==> src/rtl/serial_adder_pkg.sv <==
// serial_adder_pkg
// Shared types and constants for the bit-serial adder.
//   sa_state_t        : controller states (IDLE, RUN, DONE)
//   SA_DEFAULT_WIDTH  : default operand/result width
//   sa_cnt_width      : width of the bit counter for a given operand width
package serial_adder_pkg;

  typedef enum logic [1:0] {
    IDLE = 2'd0,
    RUN  = 2'd1,
    DONE = 2'd2
  } sa_state_t;

  localparam int SA_DEFAULT_WIDTH = 8;

  // The counter only has to reach WIDTH-1, so $clog2(WIDTH) bits are enough.
  // WIDTH >= 2 keeps this at least one bit wide.
  function automatic int sa_cnt_width(input int width);
    return $clog2(width);
  endfunction

endpackage

==> src/rtl/serial_adder_full_adder.sv <==
// full_adder
// Single-bit full adder cell used as the arithmetic core of serial_adder.
// Ports:
//   a, b   in  1  operand bits
//   c_in   in  1  carry into this bit position
//   sum    out 1  a ^ b ^ c_in
//   c_out  out 1  carry out of this bit position
module full_adder (
  input  logic a,
  input  logic b,
  input  logic c_in,
  output logic sum,
  output logic c_out
);

  logic half_sum;

  // Carry is generated by a&b or propagated when exactly one operand is set.
  assign half_sum = a ^ b;
  assign sum      = half_sum ^ c_in;
  assign c_out    = (a & b) | (c_in & half_sum);

endmodule

==> src/rtl/serial_adder.sv <==
// serial_adder
// Bit-serial WIDTH-bit adder: operands are captured through a valid/ready
// handshake, added one bit per clock (LSB first) with a single full_adder
// cell and a carry flip-flop, and the result {c_out, sum_out} is offered
// through a valid/ready output handshake.
// Ports:
//   clk        in   1      clock, rising edge
//   rst        in   1      synchronous reset, active-high
//   in_valid   in   1      a_in/b_in/c_in are valid
//   in_ready   out  1      operands can be accepted (IDLE only)
//   a_in       in   WIDTH  operand A
//   b_in       in   WIDTH  operand B
//   c_in       in   1      carry-in
//   out_valid  out  1      result valid (DONE only)
//   out_ready  in   1      consumer accepts the result
//   sum_out    out  WIDTH  sum bits of a_in + b_in + c_in
//   c_out      out  1      carry-out (bit WIDTH of the full sum)
module serial_adder
  import serial_adder_pkg::*;
#(
  parameter int WIDTH = SA_DEFAULT_WIDTH
) (
  input  logic             clk,
  input  logic             rst,
  input  logic             in_valid,
  output logic             in_ready,
  input  logic [WIDTH-1:0] a_in,
  input  logic [WIDTH-1:0] b_in,
  input  logic             c_in,
  output logic             out_valid,
  input  logic             out_ready,
  output logic [WIDTH-1:0] sum_out,
  output logic             c_out
);

  localparam int CNT_W = sa_cnt_width(WIDTH);
  localparam logic [CNT_W-1:0] CNT_LAST = CNT_W'(WIDTH - 1);

  sa_state_t state;
  sa_state_t next_state;

  logic [WIDTH-1:0] a_sr;
  logic [WIDTH-1:0] b_sr;
  logic [WIDTH-1:0] sum_sr;
  logic             carry;
  logic [CNT_W-1:0] cnt;

  // Result registers: only written on the final RUN edge, so the outputs keep
  // their last-registered value while IDLE and RUN.
  logic [WIDTH-1:0] res_sum;
  logic             res_co;

  logic fa_sum;
  logic fa_c_out;
  logic last_bit;

  assign last_bit = (cnt == CNT_LAST);

  full_adder u_fa (
    .a     (a_sr[0]),
    .b     (b_sr[0]),
    .c_in  (carry),
    .sum   (fa_sum),
    .c_out (fa_c_out)
  );

  // State register.
  always_ff @(posedge clk) begin
    if (rst) begin
      state <= IDLE;
    end else begin
      state <= next_state;
    end
  end

  // Next-state logic. A result being consumed in DONE always returns to IDLE,
  // so new operands can never be taken on the same edge as the hand-off.
  always_comb begin
    next_state = state;
    case (state)
      IDLE: if (in_valid)  next_state = RUN;
      RUN:  if (last_bit)  next_state = DONE;
      DONE: if (out_ready) next_state = IDLE;
      default:             next_state = IDLE;
    endcase
  end

  // Output decode.
  always_comb begin
    in_ready  = 1'b0;
    out_valid = 1'b0;
    case (state)
      IDLE:    in_ready  = 1'b1;
      DONE:    out_valid = 1'b1;
      default: begin
        in_ready  = 1'b0;
        out_valid = 1'b0;
      end
    endcase
  end

  // Datapath: load on accept, then shift one bit per RUN edge. The sum bit
  // enters at the MSB so that after WIDTH shifts the LSB lands at bit 0.
  always_ff @(posedge clk) begin
    if (rst) begin
      a_sr    <= '0;
      b_sr    <= '0;
      sum_sr  <= '0;
      carry   <= 1'b0;
      cnt     <= '0;
      res_sum <= '0;
      res_co  <= 1'b0;
    end else begin
      case (state)
        IDLE: begin
          if (in_valid) begin
            a_sr  <= a_in;
            b_sr  <= b_in;
            carry <= c_in;
            cnt   <= '0;
          end
        end
        RUN: begin
          sum_sr <= {fa_sum, sum_sr[WIDTH-1:1]};
          a_sr   <= a_sr >> 1;
          b_sr   <= b_sr >> 1;
          carry  <= fa_c_out;
          cnt    <= cnt + CNT_W'(1);
          if (last_bit) begin
            res_sum <= {fa_sum, sum_sr[WIDTH-1:1]};
            res_co  <= fa_c_out;
          end
        end
        default: begin
        end
      endcase
    end
  end

  assign sum_out = res_sum;
  assign c_out   = res_co;

endmodule

==> config.mk <==
export PLATFORM = sky130hd
export DESIGN_NAME = serial_adder
export DESIGN_NICKNAME = d
export VERILOG_FILES = /design/src/rtl/serial_adder_pkg.sv /design/src/rtl/serial_adder_full_adder.sv /design/src/rtl/serial_adder.sv
export SDC_FILE = /design/constraint.sdc
export NUM_CORES = 1
export LEC_CHECK = 0
export ABC_CLOCK_PERIOD_IN_PS = 2800
export CAP_MARGIN = 20
export CORE_MARGIN = 2
export CORE_UTILIZATION = 50
export CTS_BUF_LIST = sky130_fd_sc_hd__clkbuf_4 sky130_fd_sc_hd__clkbuf_8
export DETAILED_ROUTE_END_ITERATION = 8
export GPL_ROUTABILITY_DRIVEN = 0
export GPL_TIMING_DRIVEN = 0
export PLACE_DENSITY = 0.77
export SLEW_MARGIN = 10
export SYNTH_ARGS = -nofsm -noshare
export SYNTH_HDL_FRONTEND = slang
export SYNTH_SLANG_ARGS = --single-unit
==> constraint.sdc <==
create_clock -name clk -period 2.8 [get_ports clk]
set_clock_uncertainty 0.1 [all_clocks]
set_input_delay 0.56 -clock clk [delete_from_list [all_inputs] [get_ports clk]]
set_output_delay 0.56 -clock clk [all_outputs]
set_load 0.01 [all_outputs]
Yosys cells after proc, flatten, opt, wreduce, memory -nomap -nowiden
Index checks and enable logic that the tools add are counted.
Operators by class
  add/subtract/negate cells: 1
  equal/unequal tests: 6
  multiplexer cells: 14
  bitwise logic cells: 5
  reduce and logical (&&, ||, !) cells: 5
Operators by type and width (number)
  one-hot mux 8 bit (2 select lines): 2
  2-to-1 mux 8 bit: 2
  2-to-1 mux 2 bit: 3
  inequality test 2 bit (second input constant): 3
  one-hot mux 2 bit (3 select lines): 1
  one-hot mux 3 bit (2 select lines): 1
  AND reduction 2 bit: 2
  adder 3 x 1 -> 3 bit (second input constant): 1
  equality test 3 bit (second input constant): 1
  2-to-1 mux 1 bit: 3
  2-to-1 mux 3 bit: 1
  AND reduction 3 bit: 1
  AND 1 bit: 2
  equality test 2 x 1 -> 1 bit (second input constant): 1
  equality test 2 bit (second input constant): 1
  zero test 2 bit: 1
  one-hot mux 1 bit (2 select lines): 1
  nonzero test 2 bit: 1
  XOR 1 bit: 2
  bitwise OR 1 bit: 1
Word-level totals
  flip-flop bits (word level): 39
  bits of input ports: 21
  output and inout bits: 11
  logic and storage cells: 39

Depth between registers and ports, before layout
Gate-level depths: netlist of run 1.
  word-level depth: 4
  depth in mapped cells: 6

Hierarchy
Synthesis of run 1 repeated with hierarchy kept, for this count alone.
Second synthesis, totals
  cells, all modules: 169
  area total of the unflattened synthesis: 1594.0 um^2
By module, submodules not included
  serial_adder: instances 1, cells an instance 168, area each 1574.0 um^2, sequential area each 760.7 um^2
  full_adder: instances 1, cells an instance 1, area each 20.0 um^2, sequential area each 0.0 um^2

Least setup slack after synthesis of run 1
No wires, ideal clock.
  path type: flip-flop to flip-flop
  start point: register cnt[0]
  end point: register res_co, in the netlist c_out
  setup time: 128 ps
  arrival: 1296 ps
  data required time: 2572 ps
  path slack: 1276 ps
  cell stages (with the launch flop): 7
  clock period less this slack: 1524 ps
  cells stage by stage: dfxtp_1 ha_1 ha_1 clkbuf_1 nand3b_2 mux2i_1 nor2_1
On the way
  word-level cells in the longest chain between the ends: 2
RTL lines
  start: declaration: RTL line serial_adder.sv:46  | logic [CNT_W-1:0] cnt;
  start signal: assignment: RTL line serial_adder.sv:128  | cnt <= cnt + CNT_W'(1);
  equality test 3 bit: RTL line serial_adder.sv:57  | assign last_bit = (cnt == CNT_LAST);
  AND reduction 2 bit (no source line)
  end signal: assignment: RTL line serial_adder.sv:131  | res_co <= fa_c_out;
  end: declaration: RTL line serial_adder.sv:51  | logic res_co;
No other way between the ends.
A chain may end at the register's enable or synchronous reset.

Worst setup path after layout of run 1
  start point: register state[1]
  end point: output port out_valid
On the way
  word-level cells in the longest chain between the ends: 2
RTL lines
  start: declaration: RTL line serial_adder.sv:39  | sa_state_t state;
  start signal: assignment: RTL line serial_adder.sv:72  | state <= next_state;
  equality test 2 bit: RTL line serial_adder.sv:92  | case (state)
  2-to-1 mux 1 bit: RTL line serial_adder.sv:92
  end: declaration: RTL line serial_adder.sv:30  | output logic out_valid,
No other way between the ends.

==> results of run 1 <==
[power by group through the flow]
| stage | combinational, mW | clock (mW) | sequential (mW) |
|---|---|---|---|
| floorplan | 0.0949 | 0 | 0.591 |
| global placement | 0.140 | 0 | 0.594 |
| detailed placement | 0.144 | 0 | 0.595 |
| CTS | 0.145 | 0.386 | 0.584 |
| global route | 0.159 | 0.416 | 0.588 |
| finish | 0.144 | 0.383 | 0.583 |
[worst reg2reg max path: cells and delay by family (launching register included)]
kind                     cells  cell delay [ns]
adder cells (fa/ha/maj)      2             0.29
multiplexers                 1             0.22
flip-flops                   1             0.37
buffers and inverters        1             0.37
AND/OR/NAND/NOR              2             0.34
[registers in the layout, summed over array words and instances (netlist names)]
| name | count |
|---|---|
| cnt | 3 |
| sum_sr | 7 |
| state | 2 |
| c_out | 1 |
| a_sr | 8 |
| carry | 1 |
| b_sr | 8 |
| sum_out | 8 |
[synthesized netlist by cell type]
cell type / n / area [um^2]
sky130_fd_sc_hd__o221a_2: 5 / 56.3
sky130_fd_sc_hd__nand3_1: 8 / 40.0
sky130_fd_sc_hd__o21bai_1: 1 / 7.51
sky130_fd_sc_hd__a211oi_1: 1 / 7.51
sky130_fd_sc_hd__o221a_1: 10 / 113
sky130_fd_sc_hd__dfxtp_1: 38 / 761
sky130_fd_sc_hd__inv_1: 16 / 60.1
sky130_fd_sc_hd__nor2_2: 2 / 12.5
sky130_fd_sc_hd__buf_2: 4 / 20.0
sky130_fd_sc_hd__nor3_1: 1 / 5.00
sky130_fd_sc_hd__nor2_1: 7 / 26.3
sky130_fd_sc_hd__clkbuf_1: 4 / 15.0
sky130_fd_sc_hd__nor2b_2: 1 / 8.76
sky130_fd_sc_hd__a22oi_1: 2 / 15.0
sky130_fd_sc_hd__fa_1: 1 / 20.0
sky130_fd_sc_hd__a21oi_2: 12 / 105
sky130_fd_sc_hd__nand3b_2: 1 / 11.3
sky130_fd_sc_hd__ha_1: 2 / 25.0
sky130_fd_sc_hd__a21oi_1: 19 / 95.1
sky130_fd_sc_hd__nor2b_1: 1 / 6.26
sky130_fd_sc_hd__buf_6: 4 / 45.0
sky130_fd_sc_hd__mux2i_1: 2 / 20.0
sky130_fd_sc_hd__nand2_2: 1 / 6.26
sky130_fd_sc_hd__nand2_1: 22 / 82.6
sky130_fd_sc_hd__a32oi_1: 2 / 17.5
sky130_fd_sc_hd__nand2b_1: 2 / 12.5
[kinds of logic after synthesis]
group / Yosys count / synth area share
buf+inv: 28 / 0.0879
fa+ha+maj: 3 / 0.0283
flops: 38 / 0.477
mux: 2 / 0.0126
compound gates: 52 / 0.261
simple gates: 46 / 0.133
[metrics by stage]
step	total power [mW]	setup WS, ns	std cells
6_report	1.11	0.507	251
5_1_grt	1.16	0.424	251
4_1_cts	1.11	0.503	251
3_5_place_dp	0.739	0.630	243
3_3_place_gp	0.734	0.681	243
2_1_floorplan	0.686	1.28	169
[area by class of cell]
class / instances / area share
Clock buffer: 7 / 0.0259
Inverter: 16 / 0.0296
Tap cell: 44 / 0.0271
Buffer: 12 / 0.0394
Timing Repair Buffer: 30 / 0.148
Multi-Input combinational cell: 103 / 0.341
Clock inverter: 1 / 0.0148
Sequential cell: 38 / 0.374
[metal layers]
| metal | up-vias | part of all wire |
|---|---|---|
| li1 | 661 | - |
| met1 | 641 | 0.43 |
| met2 | 26 | 0.50 |
| met3 | 7 | 0.050 |
| met4 | 0 | 0.014 |
| met5 | - | 0 |
[worst max-delay path by stage]
stage	startpoint	end	cells past startpoint
5_1_grt	state[1]$_SDFFE_PP0P_	out_valid	2
3_5_place_dp	in_valid	a_sr[1]$_SDFFE_PP0P_	5
6_report	state[1]$_SDFFE_PP0P_	out_valid	2
3_3_place_gp	in_valid	a_sr[3]$_SDFFE_PP0P_	5
4_1_cts	state[1]$_SDFFE_PP0P_	out_valid	2
2_1_floorplan	cnt[0]$_SDFFE_PP0P_	c_out$_SDFFE_PP0P_	6
==> parameters.txt, run 1 <==
Parameter                              Value

Pwr
  Power per standard cell area    546 nW/um^2
  Switching share of power    0.234
  Net switching power    0.260 mW
  Worst ir drop on vdd    0.401 mV
  Clock power frac    0.345
  Leakage power total    0.737 nW
  Internal portion of total power    0.850 mW
  Power share of the combinational group    0.130
  Sequential fraction of design power    0.526

Run
  Max-cap check violation count    0

Worst setup path
  Path type of the worst setup path    reg -> out
  Data arrival time at the worst-slack endpoint    1.63 ns
  Data required time of the worst path    2.14 ns
  R2R depth    6
  Setup slack, reg-to-reg    1.00 ns
  Worst-path cell with the longest stage delay    sky130_fd_sc_hd__clkdlybuf4s50_1
  Critical path capture point type    primary output
  Gate family responsible for the most delay along the worst path    buffers and inverters
  Crit path buffers/inverters    1
  Sort of element at the start of the critical path    register
  Worst reg2reg startpoint    cnt[0]$_SDFFE_PP0P_
  Crit path cell chain    nor2b_1 > clkdlybuf4s50_1
  Delay of the slowest cell on the worst path    0.57 ns
  RR Endpoint    c_out$_SDFFE_PP0P_
  Critical Path Fanout Max    8

Logic synthesis
  Synthesized instance count    169
  Number of storage elements in the synthesis netlist    38
  Post-Synthesis Net Count    193
  Sequential fraction of the synthesis area    0.477
  Summed instance area of the synthesized netlist    1590 um^2
  Per-instance average area after synthesis    9.43 um^2
  Post-synthesis cell type count    26
  Synthesis warning total    0

Layout
  Most frequent cells in the layout    sky130_fd_sc_hd__dfxtp_1 (38), sky130_fd_sc_hd__clkdlybuf4s50_1 (30), sky130_fd_sc_hd__nand2_1 (22), sky130_fd_sc_hd__a21oi_1 (19), sky130_fd_sc_hd__inv_1 (16)
  Combined area of the multi-input logic cells    693 um^2
  Leading cell type in the layout, fill and taps excluded    sky130_fd_sc_hd__dfxtp_1
  Register area    761 um^2
  Net count, final    230
  Area added between synthesis and finish    27.5%
  Number of filler instances in the final layout    268
  Post-route cell area    2030 um^2
  Number of antenna repair diodes    0
  Utilization after layout    0.666
  Fraction of layout instances using a drive strength above 1    0.184

Hold path
  HP Start    sum_out[4]$_SDFFE_PP0P_
  WHS Endpoint    sum_out[4]$_SDFFE_PP0P_
  Worst hold-check path type    reg -> reg
  Count of cells along the worst hold path    2

Global routing
  Met2 global-route usage    0.359
  Global-route wire length before repair    5.64 mm
  Largest net degree at the start of global routing    12
  Met3 track demand over resource in global routing    0.0853
  Via count of the first global-routing pass    1,281
  Remaining global-route overflow    0
  Total routing usage reported by global routing    0.213
  Antenna violations before repair    0
  Global-route layer with the greatest usage    met2
  Met1 track utilization from global routing    0.242

Floorplan
  IO Count    32
  Core area    3050 um^2
  Site row count    20
  Starting density of the core    0.522
  Die Wd    60.5 um
  Die area    3660 um^2
  Die Y-Extent    60.5 um

Clock tree
  CTS clock-pin slew for the worst setup and hold paths    0.11 ns
  Clock tree sinks    38
  Number of buffers created by CTS    5
  Resized Gates After CTS    0
  Quantity of hold-fixing buffers added after cts    0
  Clock latency on the worst-skew pair    0.35 ns
  Number of H-tree levels    2
  Clock root buffer    sky130_fd_sc_hd__clkbuf_4
  Clock tree from TritonCTS    yes
  Post-CTS setup buffer count    0
  Clock Path Buffers    2

STA
  Period utilisation layout    0.819
  Count of endpoints failing setup in the final report    0
  Final number of hold-violating endpoints    0
  Worst max-slew margin expressed relative to the limit    0.595
  Upper clock frequency limit    0.436 GHz
  Count of pins over their slew limit    0
  Setup repair after global routing missed its margin    false
  Shortest period the worst path allows    2.29 ns
  Actual transition at the worst max-transition pin    0.607 ns
  Post-Route Setup TNS    0 ns
  Worst-case hold slack    0.364 ns

Drt
  Count of nets left with antenna violations after detail routing    0
  Mean number of vias per cell    5.32
  Total number of vias    1,335
  Drt first-iter violations    75
  Residual DRC count    0
  Drt wl/cell    13.2 um
  Length of the first detailed-routing pass in iterations    5
  Detailed-route wire length    3.31 mm

Place
  Cell area after placement    1950 um^2
  # port buffers    30
  Half-perimeter wire length after placement    2.39 mm

Outcome
  Result of the run    finished clean
Note: power is estimated with default switching activity, not from simulation.
==> run 2: changes to the inputs <==
--- a/config.mk
+++ b/config.mk
@@ -5,15 +5,15 @@
 export SDC_FILE = /design/constraint.sdc
 export NUM_CORES = 1
 export LEC_CHECK = 0
-export ABC_CLOCK_PERIOD_IN_PS = 2800
+export ABC_CLOCK_PERIOD_IN_PS = 1900
 export CAP_MARGIN = 20
 export CORE_MARGIN = 2
-export CORE_UTILIZATION = 50
+export CORE_UTILIZATION = 47
 export CTS_BUF_LIST = sky130_fd_sc_hd__clkbuf_4 sky130_fd_sc_hd__clkbuf_8
 export DETAILED_ROUTE_END_ITERATION = 8
 export GPL_ROUTABILITY_DRIVEN = 0
 export GPL_TIMING_DRIVEN = 0
-export PLACE_DENSITY = 0.77
+export PLACE_DENSITY = 0.76
 export SLEW_MARGIN = 10
 export SYNTH_ARGS = -nofsm -noshare
 export SYNTH_HDL_FRONTEND = slang
==> constraint.sdc (replaced) <==
create_clock -name clk -period 1.9 [get_ports clk]
set_clock_uncertainty 0.1 [all_clocks]
set_input_delay 0.38 -clock clk [delete_from_list [all_inputs] [get_ports clk]]
set_output_delay 0.38 -clock clk [all_outputs]
set_load 0.01 [all_outputs]
==> parameters.txt, run 2 (same netlist as run 1, synthesis figures left out) <==
Parameter                              Value

Clock tree
  CTS clock-pin slew for the worst setup and hold paths    0.11 ns
  Clock latency on the worst-skew pair    0.35 ns
  Clock Path Buffers    2
  Number of buffers created by CTS    5
  Number of H-tree levels    2
  Clock root buffer    sky130_fd_sc_hd__clkbuf_4
  Clock tree sinks    38
  Clock tree from TritonCTS    yes

Floorplan
  Site row count    21
  Die Wd    62.2 um
  IO Count    32
  Starting density of the core    0.485
  Die Y-Extent    62.2 um
  Core area    3280 um^2
  Die area    3870 um^2

STA
  Worst max-slew margin expressed relative to the limit    0.576
  Final number of hold-violating endpoints    0
  Actual transition at the worst max-transition pin    0.636 ns
  Setup repair after global routing missed its margin    false
  Shortest period the worst path allows    1.74 ns
  Count of endpoints failing setup in the final report    0
  Period utilisation layout    0.913
  Upper clock frequency limit    0.576 GHz
  Count of pins over their slew limit    0
  Worst-case hold slack    0.339 ns

Layout
  Final Non-Filler Cells    252
  Register area    764 um^2
  Fraction of layout instances using a drive strength above 1    0.189
  Number of antenna repair diodes    0
  Net count, final    229
  Area added between synthesis and finish    26.3%
  Most frequent cells in the layout    sky130_fd_sc_hd__dfxtp_1 (37), sky130_fd_sc_hd__clkdlybuf4s50_1 (28), sky130_fd_sc_hd__nand2_1 (22), sky130_fd_sc_hd__a21oi_1 (19), sky130_fd_sc_hd__inv_1 (16)
  Post-route cell area    2010 um^2
  Number of filler instances in the final layout    285
  Combined area of the multi-input logic cells    693 um^2
  Leading cell type in the layout, fill and taps excluded    sky130_fd_sc_hd__dfxtp_1

Worst setup path
  Setup slack, reg-to-reg    0.25 ns
  Data arrival time at the worst-slack endpoint    1.26 ns
  Critical path capture point type    primary output
  Worst reg2reg startpoint    cnt[0]$_SDFFE_PP0P_
  R2R depth    5
  RR Endpoint    c_out$_SDFFE_PP0P_
  Data required time of the worst path    1.42 ns
  Sort of element at the start of the critical path    register
  Critical Path Fanout Max    8
  Path type of the worst setup path    reg -> out

Global routing
  Antenna violations before repair    0
  Via count of the first global-routing pass    1,283
  Total routing usage reported by global routing    0.186
  Remaining global-route overflow    0
  Global-route wire length before repair    5.73 mm
  Largest net degree at the start of global routing    12

Pwr
  Worst ir drop on vdd    0.450 mV
  Net switching power    0.388 mW
  Internal portion of total power    1.14 mW
  Leakage power total    0.734 nW
  Tot Pwr    1.52 mW
  Power per standard cell area    757 nW/um^2
  Clock power frac    0.297
  Sequential fraction of design power    0.564
  Switching share of power    0.254
  Power share of the combinational group    0.139

Hold path
  Count of cells along the worst hold path    3
  WHS Endpoint    b_sr[2]$_SDFFE_PP0P_
  Worst hold-check path type    in -> reg
  HP Start    rst

Place
  Cell area after placement    1950 um^2
  # port buffers    30
  Half-perimeter wire length after placement    2.34 mm
  Number of placed instances, taps included    245

Outcome
  Result of the run    finished clean

Drt
  Detailed-route wire length    3.24 mm
  Total number of vias    1,309
  Count of nets left with antenna violations after detail routing    0
  Length of the first detailed-routing pass in iterations    4
  Drt wl/cell    12.9 um
  Drt first-iter violations    70
  Residual DRC count    0
  Mean number of vias per cell    5.19

Run
  Max-cap check violation count    0
[run 2: cell types whose count changed in the layout (fill, tap and decap cells not counted), sizes merged]
cell,change
clkdlybuf4s50,-2
bufinv,-1
clkinv,+1
clkbuf,-1
dlygate4sd2,+2
[run 2: area by class of cell]
cell class | count | share of cell area
Clock inverter | 1 | 0.00249
Buffer | 11 | 0.0379
Clock buffer | 7 | 0.0292
Tap cell | 46 | 0.0286
Sequential cell | 38 | 0.380
Timing Repair Buffer | 30 | 0.148
Inverter | 16 | 0.0298
Multi-Input combinational cell | 103 | 0.344
[run 2: worst max path at each step]
stage          cells after the start                   end  slack (ns)                  start
6_report                           3              in_ready        0.16  state[0]$_SDFFE_PP0P_
2_1_floorplan                      6    c_out$_SDFFE_PP0P_        0.38    cnt[0]$_SDFFE_PP0P_
5_1_grt                            5    c_out$_SDFFE_PP0P_        0.08    cnt[0]$_SDFFE_PP0P_
4_1_cts                            6    c_out$_SDFFE_PP0P_        0.09    cnt[0]$_SDFFE_PP0P_
3_5_place_dp                       5  a_sr[3]$_SDFFE_PP0P_       -0.04               in_valid
3_3_place_gp                       5  b_sr[6]$_SDFFE_PP0P_       -0.03               in_valid
[run 2: per-stage QoR]
| stage | setup slack [ns] | TNS, ns | util |
|---|---|---|---|
| 2_1_floorplan | 0.376 | 0 | - |
| 3_3_place_gp | -0.0330 | -0.267 | 0.594 |
| 3_5_place_dp | -0.0436 | -0.300 | 0.594 |
| 4_1_cts | 0.0945 | 0 | 0.614 |
| 5_1_grt | 0.0845 | 0 | 0.613 |
| 6_report | 0.165 | 0 | 0.613 |
[run 2: routing by layer]
| layer | GRT usage | wire length [um] | up-vias |
|---|---|---|---|
| li1 | - | - | 658 |
| met4 | 0.0917 | 68 | 0 |
| met2 | 0.292 | 1510 | 41 |
| met1 | 0.238 | 1500 | 603 |
| met3 | 0.0471 | 171 | 7 |
| met5 | 0 | 0 | - |
[run 2: worst max-delay path, cell delays in order, from the launching register on]
cell	delay, ns
sky130_fd_sc_hd__dfxtp_1	0.32
sky130_fd_sc_hd__buf_6	0.13
sky130_fd_sc_hd__nor2_2	0.17
sky130_fd_sc_hd__dlygate4sd2_1	0.29
[run 2: power by group through the flow]
stage | logic (mW) | registers [mW] | clock network, mW
floorplan | 0.140 | 0.871 | 0
global placement | 0.207 | 0.876 | 0
detailed placement | 0.211 | 0.878 | 0
CTS | 0.212 | 0.859 | 0.465
global route | 0.234 | 0.864 | 0.507
finish | 0.212 | 0.859 | 0.453
[run 2: what timing repair did]
action	CTS	global route
resized for setup	4	0
hold buffers	0	0
setup endpoints to repair	2	5
setup buffers	0	0
